--- src/rtl/mul_div_unit_pkg.sv ---
// Shared opcode and state encodings for the ALU control block and the mul/div unit.
package mul_div_unit_pkg;

  localparam logic [5:0] SLL   = 6'b000000;
  localparam logic [5:0] SRL   = 6'b000010;
  localparam logic [5:0] SRA   = 6'b000011;
  localparam logic [5:0] MFHI  = 6'b010000;
  localparam logic [5:0] MFLO  = 6'b010010;
  localparam logic [5:0] MULTU = 6'b011001;
  localparam logic [5:0] DIVU  = 6'b011011;
  localparam logic [5:0] ADDU  = 6'b100001;
  localparam logic [5:0] SUBU  = 6'b100011;
  localparam logic [5:0] SLTU  = 6'b101011;

  typedef logic [1:0] state_t;

  localparam state_t S_IDLE = 2'd0;
  localparam state_t S_MUL  = 2'd1;
  localparam state_t S_DIV  = 2'd2;
  localparam state_t S_DONE = 2'd3;

endpackage

--- src/rtl/mul_div_unit_if.sv ---
// Request/response bundle between the datapath and the mul/div unit.
interface mul_div_unit_if #(
  parameter int WIDTH = 32
);
  logic             start;
  logic [5:0]       op;
  logic [WIDTH-1:0] dataA;
  logic [WIDTH-1:0] dataB;
  logic             busy;
  logic             done;
  logic             div_zero;
  logic [WIDTH-1:0] result;

  modport master (
    output start, op, dataA, dataB,
    input  busy, done, div_zero, result
  );

  modport slave (
    input  start, op, dataA, dataB,
    output busy, done, div_zero, result
  );
endinterface

--- src/rtl/mul_div_unit_div_step.sv ---
// One restoring-division iteration: shift in a dividend bit, trial-subtract, keep or restore.
module div_step #(
  parameter int WIDTH = 32
) (
  input  logic [WIDTH-1:0] remainder_in,
  input  logic             dividend_bit,
  input  logic [WIDTH-1:0] divisor,
  output logic [WIDTH-1:0] remainder_out,
  output logic             q_bit
);

  logic [WIDTH:0] shifted;
  logic [WIDTH:0] trial;

  // remainder_in < divisor, so a borrow always lands in trial[WIDTH]
  always_comb begin
    shifted       = {remainder_in, dividend_bit};
    trial         = shifted - {1'b0, divisor};
    q_bit         = ~trial[WIDTH];
    remainder_out = q_bit ? trial[WIDTH-1:0] : shifted[WIDTH-1:0];
  end

endmodule

--- src/rtl/mul_div_unit.sv ---
// Iterative unsigned MULTU/DIVU unit with HI/LO registers read back through MFHI/MFLO.
module mul_div_unit
  import mul_div_unit_pkg::*;
#(
  parameter int WIDTH = 32,
  parameter int CNT_W = 6
) (
  input logic          clk,
  input logic          rst_n,
  mul_div_unit_if.slave bus
);

  state_t             state;
  logic [CNT_W-1:0]   cnt;
  logic [2*WIDTH-1:0] prod;
  logic [WIDTH-1:0]   operand;
  logic [WIDTH-1:0]   hi;
  logic [WIDTH-1:0]   lo;
  logic               div_zero_r;

  logic [WIDTH:0]     sum;
  logic [2*WIDTH-1:0] mul_next;
  logic [2*WIDTH-1:0] div_next;
  logic [WIDTH-1:0]   rem_out;
  logic               q_bit;
  logic               last_iter;

  // Divide reuses prod: upper half is the remainder, lower half shifts dividend out and quotient in
  div_step #(.WIDTH(WIDTH)) u_div_step (
    .remainder_in  (prod[2*WIDTH-1:WIDTH]),
    .dividend_bit  (prod[WIDTH-1]),
    .divisor       (operand),
    .remainder_out (rem_out),
    .q_bit         (q_bit)
  );

  always_comb begin
    sum       = {1'b0, prod[2*WIDTH-1:WIDTH]} + {1'b0, operand};
    mul_next  = prod[0] ? {sum, prod[WIDTH-1:1]} : {1'b0, prod[2*WIDTH-1:1]};
    div_next  = {rem_out, prod[WIDTH-2:0], q_bit};
    last_iter = (cnt == CNT_W'(WIDTH - 1));
  end

  always_ff @(posedge clk or negedge rst_n) begin
    if (!rst_n) begin
      state      <= S_IDLE;
      cnt        <= '0;
      prod       <= '0;
      operand    <= '0;
      hi         <= '0;
      lo         <= '0;
      div_zero_r <= 1'b0;
    end else begin
      case (state)
        S_IDLE: begin
          if (bus.start && bus.op == MULTU) begin
            operand    <= bus.dataA;
            prod       <= {{WIDTH{1'b0}}, bus.dataB};
            cnt        <= '0;
            div_zero_r <= 1'b0;
            state      <= S_MUL;
          end else if (bus.start && bus.op == DIVU) begin
            cnt        <= '0;
            div_zero_r <= (bus.dataB == '0);
            if (bus.dataB == '0) begin
              prod  <= {bus.dataA, {WIDTH{1'b1}}};
              state <= S_DONE;
            end else begin
              operand <= bus.dataB;
              prod    <= {{WIDTH{1'b0}}, bus.dataA};
              state   <= S_DIV;
            end
          end
        end
        S_MUL: begin
          prod <= mul_next;
          cnt  <= cnt + CNT_W'(1);
          if (last_iter) state <= S_DONE;
        end
        S_DIV: begin
          prod <= div_next;
          cnt  <= cnt + CNT_W'(1);
          if (last_iter) state <= S_DONE;
        end
        S_DONE: begin
          hi    <= prod[2*WIDTH-1:WIDTH];
          lo    <= prod[WIDTH-1:0];
          state <= S_IDLE;
        end
        default: state <= S_IDLE;
      endcase
    end
  end

  assign bus.busy     = (state == S_MUL) || (state == S_DIV);
  assign bus.done     = (state == S_DONE);
  assign bus.div_zero = div_zero_r;

  always_comb begin
    bus.result = '0;
    if (bus.op == MFHI)      bus.result = hi;
    else if (bus.op == MFLO) bus.result = lo;
  end

endmodule

--- src/flat_wrapper.sv ---
// flat-port wrapper written by rule: the top's interface ports become plain ports
module mul_div_unit_flat import mul_div_unit_pkg::*;
#(
  parameter int WIDTH = 32,
  parameter int CNT_W = 6
)
  (clk, rst_n, bus_start, bus_op, bus_dataA, bus_dataB, bus_busy, bus_done, bus_div_zero, bus_result);
  mul_div_unit_if #(.WIDTH(WIDTH)) bus_i ();
  input logic clk;
  input logic rst_n;
  input wire logic [$bits(bus_i.start)-1:0] bus_start;
  input wire logic [$bits(bus_i.op)-1:0] bus_op;
  input wire logic [$bits(bus_i.dataA)-1:0] bus_dataA;
  input wire logic [$bits(bus_i.dataB)-1:0] bus_dataB;
  output wire logic [$bits(bus_i.busy)-1:0] bus_busy;
  output wire logic [$bits(bus_i.done)-1:0] bus_done;
  output wire logic [$bits(bus_i.div_zero)-1:0] bus_div_zero;
  output wire logic [$bits(bus_i.result)-1:0] bus_result;
  assign bus_i.start = bus_start;
  assign bus_i.op = bus_op;
  assign bus_i.dataA = bus_dataA;
  assign bus_i.dataB = bus_dataB;
  assign bus_busy = bus_i.busy;
  assign bus_done = bus_i.done;
  assign bus_div_zero = bus_i.div_zero;
  assign bus_result = bus_i.result;
  mul_div_unit #(.WIDTH(WIDTH), .CNT_W(CNT_W)) u_core (.clk(clk), .rst_n(rst_n), .bus(bus_i));
endmodule
--- config.mk ---
export PLATFORM = sky130hd
export DESIGN_NAME = mul_div_unit_flat
export DESIGN_NICKNAME = d
export VERILOG_FILES = /design/src/rtl/mul_div_unit_pkg.sv /design/src/rtl/mul_div_unit_if.sv /design/src/rtl/mul_div_unit_div_step.sv /design/src/rtl/mul_div_unit.sv /design/src/flat_wrapper.sv
export SDC_FILE = /design/constraint.sdc
export NUM_CORES = 1
export LEC_CHECK = 0
export ABC_AREA = 1
export ABC_CLOCK_PERIOD_IN_PS = 6600
export BUFFER_PORTS_ARGS = -buffer_cell sky130_fd_sc_hd__buf_2
export CAP_MARGIN = 20
export CELL_PAD_IN_SITES_DETAIL_PLACEMENT = 1
export CELL_PAD_IN_SITES_GLOBAL_PLACEMENT = 1
export CORE_MARGIN = 2
export CORE_UTILIZATION = 47
export DETAILED_ROUTE_END_ITERATION = 8
export GPL_TIMING_DRIVEN = 0
export PLACE_DENSITY_LB_ADDON = 0.1
export REMOVE_ABC_BUFFERS = 1
export SLEW_MARGIN = 20
export SYNTH_ARGS = -nofsm -noshare
export SYNTH_HDL_FRONTEND = slang
export SYNTH_SLANG_ARGS = --single-unit
export TNS_END_PERCENT = 20
--- constraint.sdc ---
create_clock -name clk -period 6.6 [get_ports clk]
set_input_delay 0.33 -clock clk [delete_from_list [all_inputs] [get_ports clk]]
set_output_delay 0.33 -clock clk [all_outputs]
set_load 0.01 [all_outputs]
Yosys cells after proc, flatten, opt, wreduce, memory -nomap -nowiden
Cells that the tools add are included.
W data, S select, Z words.

word-level totals
  logic and storage cells = 57
  register bits = 169

operators by class
  reductions and logical operators = 14
  $add $sub $neg = 3
  bitwise gates (word level) = 1
  mux-type cells = 21
  eq/ne operators = 11

operators by type and width
  kind                   number
  $mux W64               4
  $mux W32               6
  $pmux W64 S3           1
  $add A32 B32 Y33       1
  $sub A33 B32 Y33       1
  $logic_not A32 Y1      1
  $eq A6 B5 Y1 const B   5
  $mux W6                2
  $pmux W6 S2            1
  $reduce_and A2 Y1      4
  $add A6 B1 Y6 const B  1
  $mux W2                3
  $pmux W2 S3            1
  $eq A2 B2 Y1 const B   2
  $ne A2 B1 Y1 const B   2
  $reduce_bool A2 Y1     2
  $mux W1                3
  $ne A3 B1 Y1 const B   1
  $reduce_and A3 Y1      1
  $reduce_bool A3 Y1     1
  $eq A2 B1 Y1 const B   1
  $logic_and A1 B1 Y1    2
  $logic_not A2 Y1       1
  $reduce_or A2 Y1       1
  2 further kinds        2

Longest topological paths before layout
  depth in word-level cells = 5
  gate-level depth with buffers = 20
  mapped depth without buffers = 19

Modules after synthesis
From an unflattened synthesis, not the netlist that was laid out.

second synthesis, totals
  cell total of the unflattened synthesis = 2,544
  area, all modules = 15,093.2 µm²

modules (own cells, without submodules)
  module        times used  cells an instance  seq. area each (µm²)  area each (µm²)
  mul_div_unit  1           1,864              4,229.1               11,942.7
  div_step      1           680                0.0                   3,150.5

Worst setup path before layout
OpenSTA, ideal clock, no wires.

  path kind = register -> register
  from = register u_core.prod[31]
  to = register u_core.prod[42]
  clock period less this slack = 2.278 ns
  buffers on the path = 1
  slack = 4.322 ns
  library setup time = 0.116 ns
  required time = 6.484 ns
  cell stages (with the launch flop) = 21
  arrival time = 2.162 ns
  cells stage by stage = dfrtp_1 -> inv_1 -> ha_1 -> fa_1 -> inv_1 -> nand2_1 -> nand2_1 -> nand3_1 -> nand2_2 -> nand2_2 -> nand2_4 -> nand2_4 -> nand2_4 -> nand2_2 -> nand2_4 -> buf_8 -> nand2_2 -> nand3_1 -> nand2_1 -> nand2_1 -> nand2_1

on the way
  cells in the longest elaborated chain, start to end = 3

RTL lines
  element                   line                         source
  start: declaration        mul_div_unit.sv:15           logic [2*WIDTH-1:0] prod;
  start signal: assignment  mul_div_unit.sv:58           prod <= {{WIDTH{1'b0}}, bus.dataB};
  start signal: assignment  mul_div_unit.sv:66           prod <= {bus.dataA, {WIDTH{1'b1}}};
  start signal: assignment  mul_div_unit.sv:70           prod <= {{WIDTH{1'b0}}, bus.dataA};
  $sub A33 B32 Y33          mul_div_unit_div_step.sv:18  trial = shifted - {1'b0, divisor};
  $mux W32                  mul_div_unit_div_step.sv:20  remainder_out = q_bit ? trial[WIDTH-1:0] : shifted[WIDTH-1:0];
  $pmux W64 S3              mul_div_unit.sv:54           case (state)

Every way passes these cells.
A chain may end at the register's enable or synchronous reset.

Worst setup path after layout
  from = input port bus_op[5]
  to = register u_core.operand[30]

on the way
  cells in the longest elaborated chain, start to end = 4
  elaborated cells on any way between the ends = 8

RTL lines
  element                                                                     line                                    source
  start: declaration                                                          flat_wrapper.sv:12                      input wire logic [$bits(bus_i.op)-1:0] bus_op;
  $eq A6 B5 Y1, on equally long branches                                      mul_div_unit.sv:56, mul_div_unit.sv:62
  $logic_and A1 B1 Y1, on equally long branches                               mul_div_unit.sv:56, mul_div_unit.sv:62
  $ne A2 B1 Y1 (no source line) / $reduce_bool A2 Y1 (equally long branches)  --
  $reduce_and A3 Y1 (no source line)                                          --
  end signal: assignment                                                      mul_div_unit.sv:57                      operand <= bus.dataA;
  end signal: assignment                                                      mul_div_unit.sv:69                      operand <= bus.dataB;
  end: declaration                                                            mul_div_unit.sv:16                      logic [WIDTH-1:0] operand;

Several ways; a longest one is shown, not always the timed one.

==> metrics.md <==
| Metric | Value |
|---|---|
| Status | `completed` |
| Global-route wire length before repair | `89560 microns` |
| CP Class | `in -> reg` |
| Pwr Density | `594.0 nW/um^2` |
| Placed inst area | `15410 sq um` |
| Distinct cells, synth | `40` |
| Worst-Skew Late Latency | `0.47 ns` |
| Die Y | `179.7 microns` |
| Synthesized cell area | `14500 sq um` |
| PostCTS Resize Cnt | `0` |
| Routed Antenna Nets | `0` |
| Vias per inst | `5.702` |
| Site Rows | `64` |
| Boundary pin count | `108` |
| Clock skew | `0.01734 ns` |
| Leakage | `8.624 nW` |
| Setup crit end kind | `flop` |
| H-tree depth | `4` |
| Clock Pin Slew Worst Setup and Hold Paths | `0.07 ns` |
| Sequential share of the synthesized area | `29.16%` |
| Non-Filler Instances | `2780` |
| Detailed placer's ending HPWL | `43880 microns` |
| DRT iter0 DRCs | `1105` |
| Number of antenna diodes | `0` |
| Worst hold path class | `in -> reg` |
| Final setup fails | `0` |
| Clock Sink Count | `169` |
| Final Hold Viols | `0` |
| NumNets Final | `2518` |
| First-pass detailed-route iteration total | `5` |
| Root Driver | `clkbuf_16` |
| Critical Path Fanout Max | `67` |
| Syn avg cell area | `6.226 sq um` |
| Initial antenna violation count | `1` |
| Routed WL per cell | `20.19 microns` |
| Number of enable flip-flop cells after synthesis | `0` |
| Area contributors post-synth | `dfrtp_1, nand2_1, inv_1` |
| Final instance area | `15980 sq um` |
| RSZ-0062 raised after global routing | `false` |
| TritonCTS Buffers | `17` |
| CTS Buffer Depth | `2` |
| Crit-path slowest cell | `inv_2` |
| Tmin final | `3.266 ns` |
| CTS tree | `built` |
| Area share of the largest cell type after synthesis | `29.16%` |
| Async SR Flop Fraction | `100.0%` |
| Tcrit/Tclk final | `49.48%` |
| Vias | `15850` |
| Top achievable clock speed | `0.3062 GHz` |
| Max IR drop VDD | `0.5665 mV` |
| Setup ws final | `3.334 ns` |
| Full die area | `32280 sq um` |
| Port bufs | `107` |
| Top-count cell post-synth | `nand2_1` |
| Placed Cells | `2749` |
| Core area | `30510 sq um` |
| GRT Residual Overflow | `0` |
| Share of cells above drive strength 1 | `8.641%` |
| Nature of the critical path startpoint | `input pin` |
| Initial Util | `47.53%` |
| Crit path required time | `6.97 ns` |
| Width of the die | `179.7 microns` |
| Hold_ws | `0.1444 ns` |
| Yosys warns | `0` |
| Area Overhead vs Synth | `10.19%` |
| Final Slew Violations | `0` |
| Synth Register Bits | `169` |
| Largest net degree at the start of global routing | `89` |
| Total power | `9.491 mW` |
| Max capacitance violation total | `0` |
| GPL Wtd Cong | `0.9874` |
| Ys flop type | `dfrtp_1` |
| GRT Util Overall | `35.11%` |
| Synth Instances | `2329` |
| Worst slew pin tran | `1.001 ns` |
| Vias in the first global route | `16320` |
| Cells along the critical path | `buf_2 > nor2_1 > nand2_1 > nor2_2 > nand3_2 > or2_4 > inv_2 > nor2_4 > buf_12 > nor2_4 > buf_12 > nor2_1 > a31oi_1` |
| DRC | `0` |
| CP peak stage delay | `0.65 ns` |
| Arrival time at the worst endpoint | `3.63 ns` |
| Relative slew slack | `33.30%` |
| Yosys top cell by area | `dfrtp_1` |
| DP Worst Slack | `2.991 ns` |
| Synth cell count leaders | `nand2_1, inv_1, dfrtp_1, nand3_1, nor2_1` |
| Final wirelength | `56140 microns` |
==> stage by stage <==
| step | TNS, ns | util [%] |
|---|---|---|
| after global placement | -0.04836 | 49.49 |
| after global routing | 0 | 52.37 |
| after floorplan | 0 | - |
| final | 0 | 52.37 |
| after detailed placement | 0 | 50.52 |
| after CTS | 0 | 52.37 |
==> state kept, by name, summed over array words and instances, names as in the netlist <==
register             count
u_core.operand          32
u_core.state             2
u_core.cnt               6
u_core.prod             64
u_core.bus.div_zero      1
u_core.lo               32
u_core.hi               32
==> metal layers <==
layer  GRT usage [%]  share of wire [%]
met5               0                  0
met4           10.70                2.5
met3           5.227                5.8
met2           54.62                 44
met1           50.39                 48
==> cell type report <==
class	instances	area [sq um]
clock buffers	18	439.2
clock inverters	12	116.4
fillers	4201	14530
inverters	401	1511
multi-input cells	1664	8367
flip-flops and latches	169	4230
well taps	396	495.5
repair buffers	120	819.5
==> worst paths after layout <==
path                                      end  depth (start not counted)  slack, ns            start
max                        u_core.operand[30]                         13       3.33        bus_op[5]
min                         u_core.operand[3]                          3       0.14     bus_dataA[3]
max reg2reg                   u_core.prod[55]                         19       3.45  u_core.prod[31]
min reg2reg                      u_core.lo[4]                          2       0.48   u_core.prod[4]
max in group asynchronous     u_core.prod[59]                          3       5.24            rst_n
min in group asynchronous       u_core.cnt[4]                          2       0.47            rst_n
==> cells in the final DEF (no fill, tap or decap), types with 6 or more instances in the layout <==
cell type  synthesis  final
nand2_1          790    788
inv_1            397    394
dfrtp_1          169    168
nor2_1           147    147
nand3_1          147    146
a21oi_1          139    139
buf_2             10    106
o21ai_0           87     87
ha_1              70     67
o22ai_1           63     63
a31oi_1           33     33
a22oi_1           33     33
o221ai_1          31     31
nand4_1           18     18
nand2_2           16     18
xnor2_1           17     17
clkbuf_16          0     17
nor3_1            14     14
o21bai_1          10     10
nand3b_1           7      7
and2_1             6      6
nand2_4            6      6
==> cell families (layout without fill, tap and decap cells) <==
| logic type | Yosys count | in the layout | share of synthesized area [%] |
|---|---|---|---|
| AND/OR/NAND/NOR | 1168 | 1168 | 33.36 |
| buffers and inverters | 496 | 551 | 13.36 |
| AO/OA/AOI/OAI | 405 | 405 | 16.65 |
| flip-flops | 169 | 169 | 29.16 |
| adder cells (fa/ha/maj) | 72 | 72 | 6.316 |
| XOR/XNOR | 19 | 19 | 1.148 |
==> power by group <==
part | internal, mW | switching, mW
registers | 1.50 | 0.486
logic | 2.04 | 4.47
clock network | 0.530 | 0.466
==> worst max-delay path: cells and delay by family <==
| kind | cells | cell delay, ns |
|---|---|---|
| buffers and inverters | 4 | 1.25 |
| AND/OR/NAND/NOR | 8 | 1.77 |
| AO/OA/AOI/OAI | 1 | 0.18 |
==> timing repair <==
item                      4_1_cts  5_1_grt
hold buffers                    1        0
hold endpoints to repair       87        0
setup buffers                   0        0
Power figures use the tool's default switching activity.
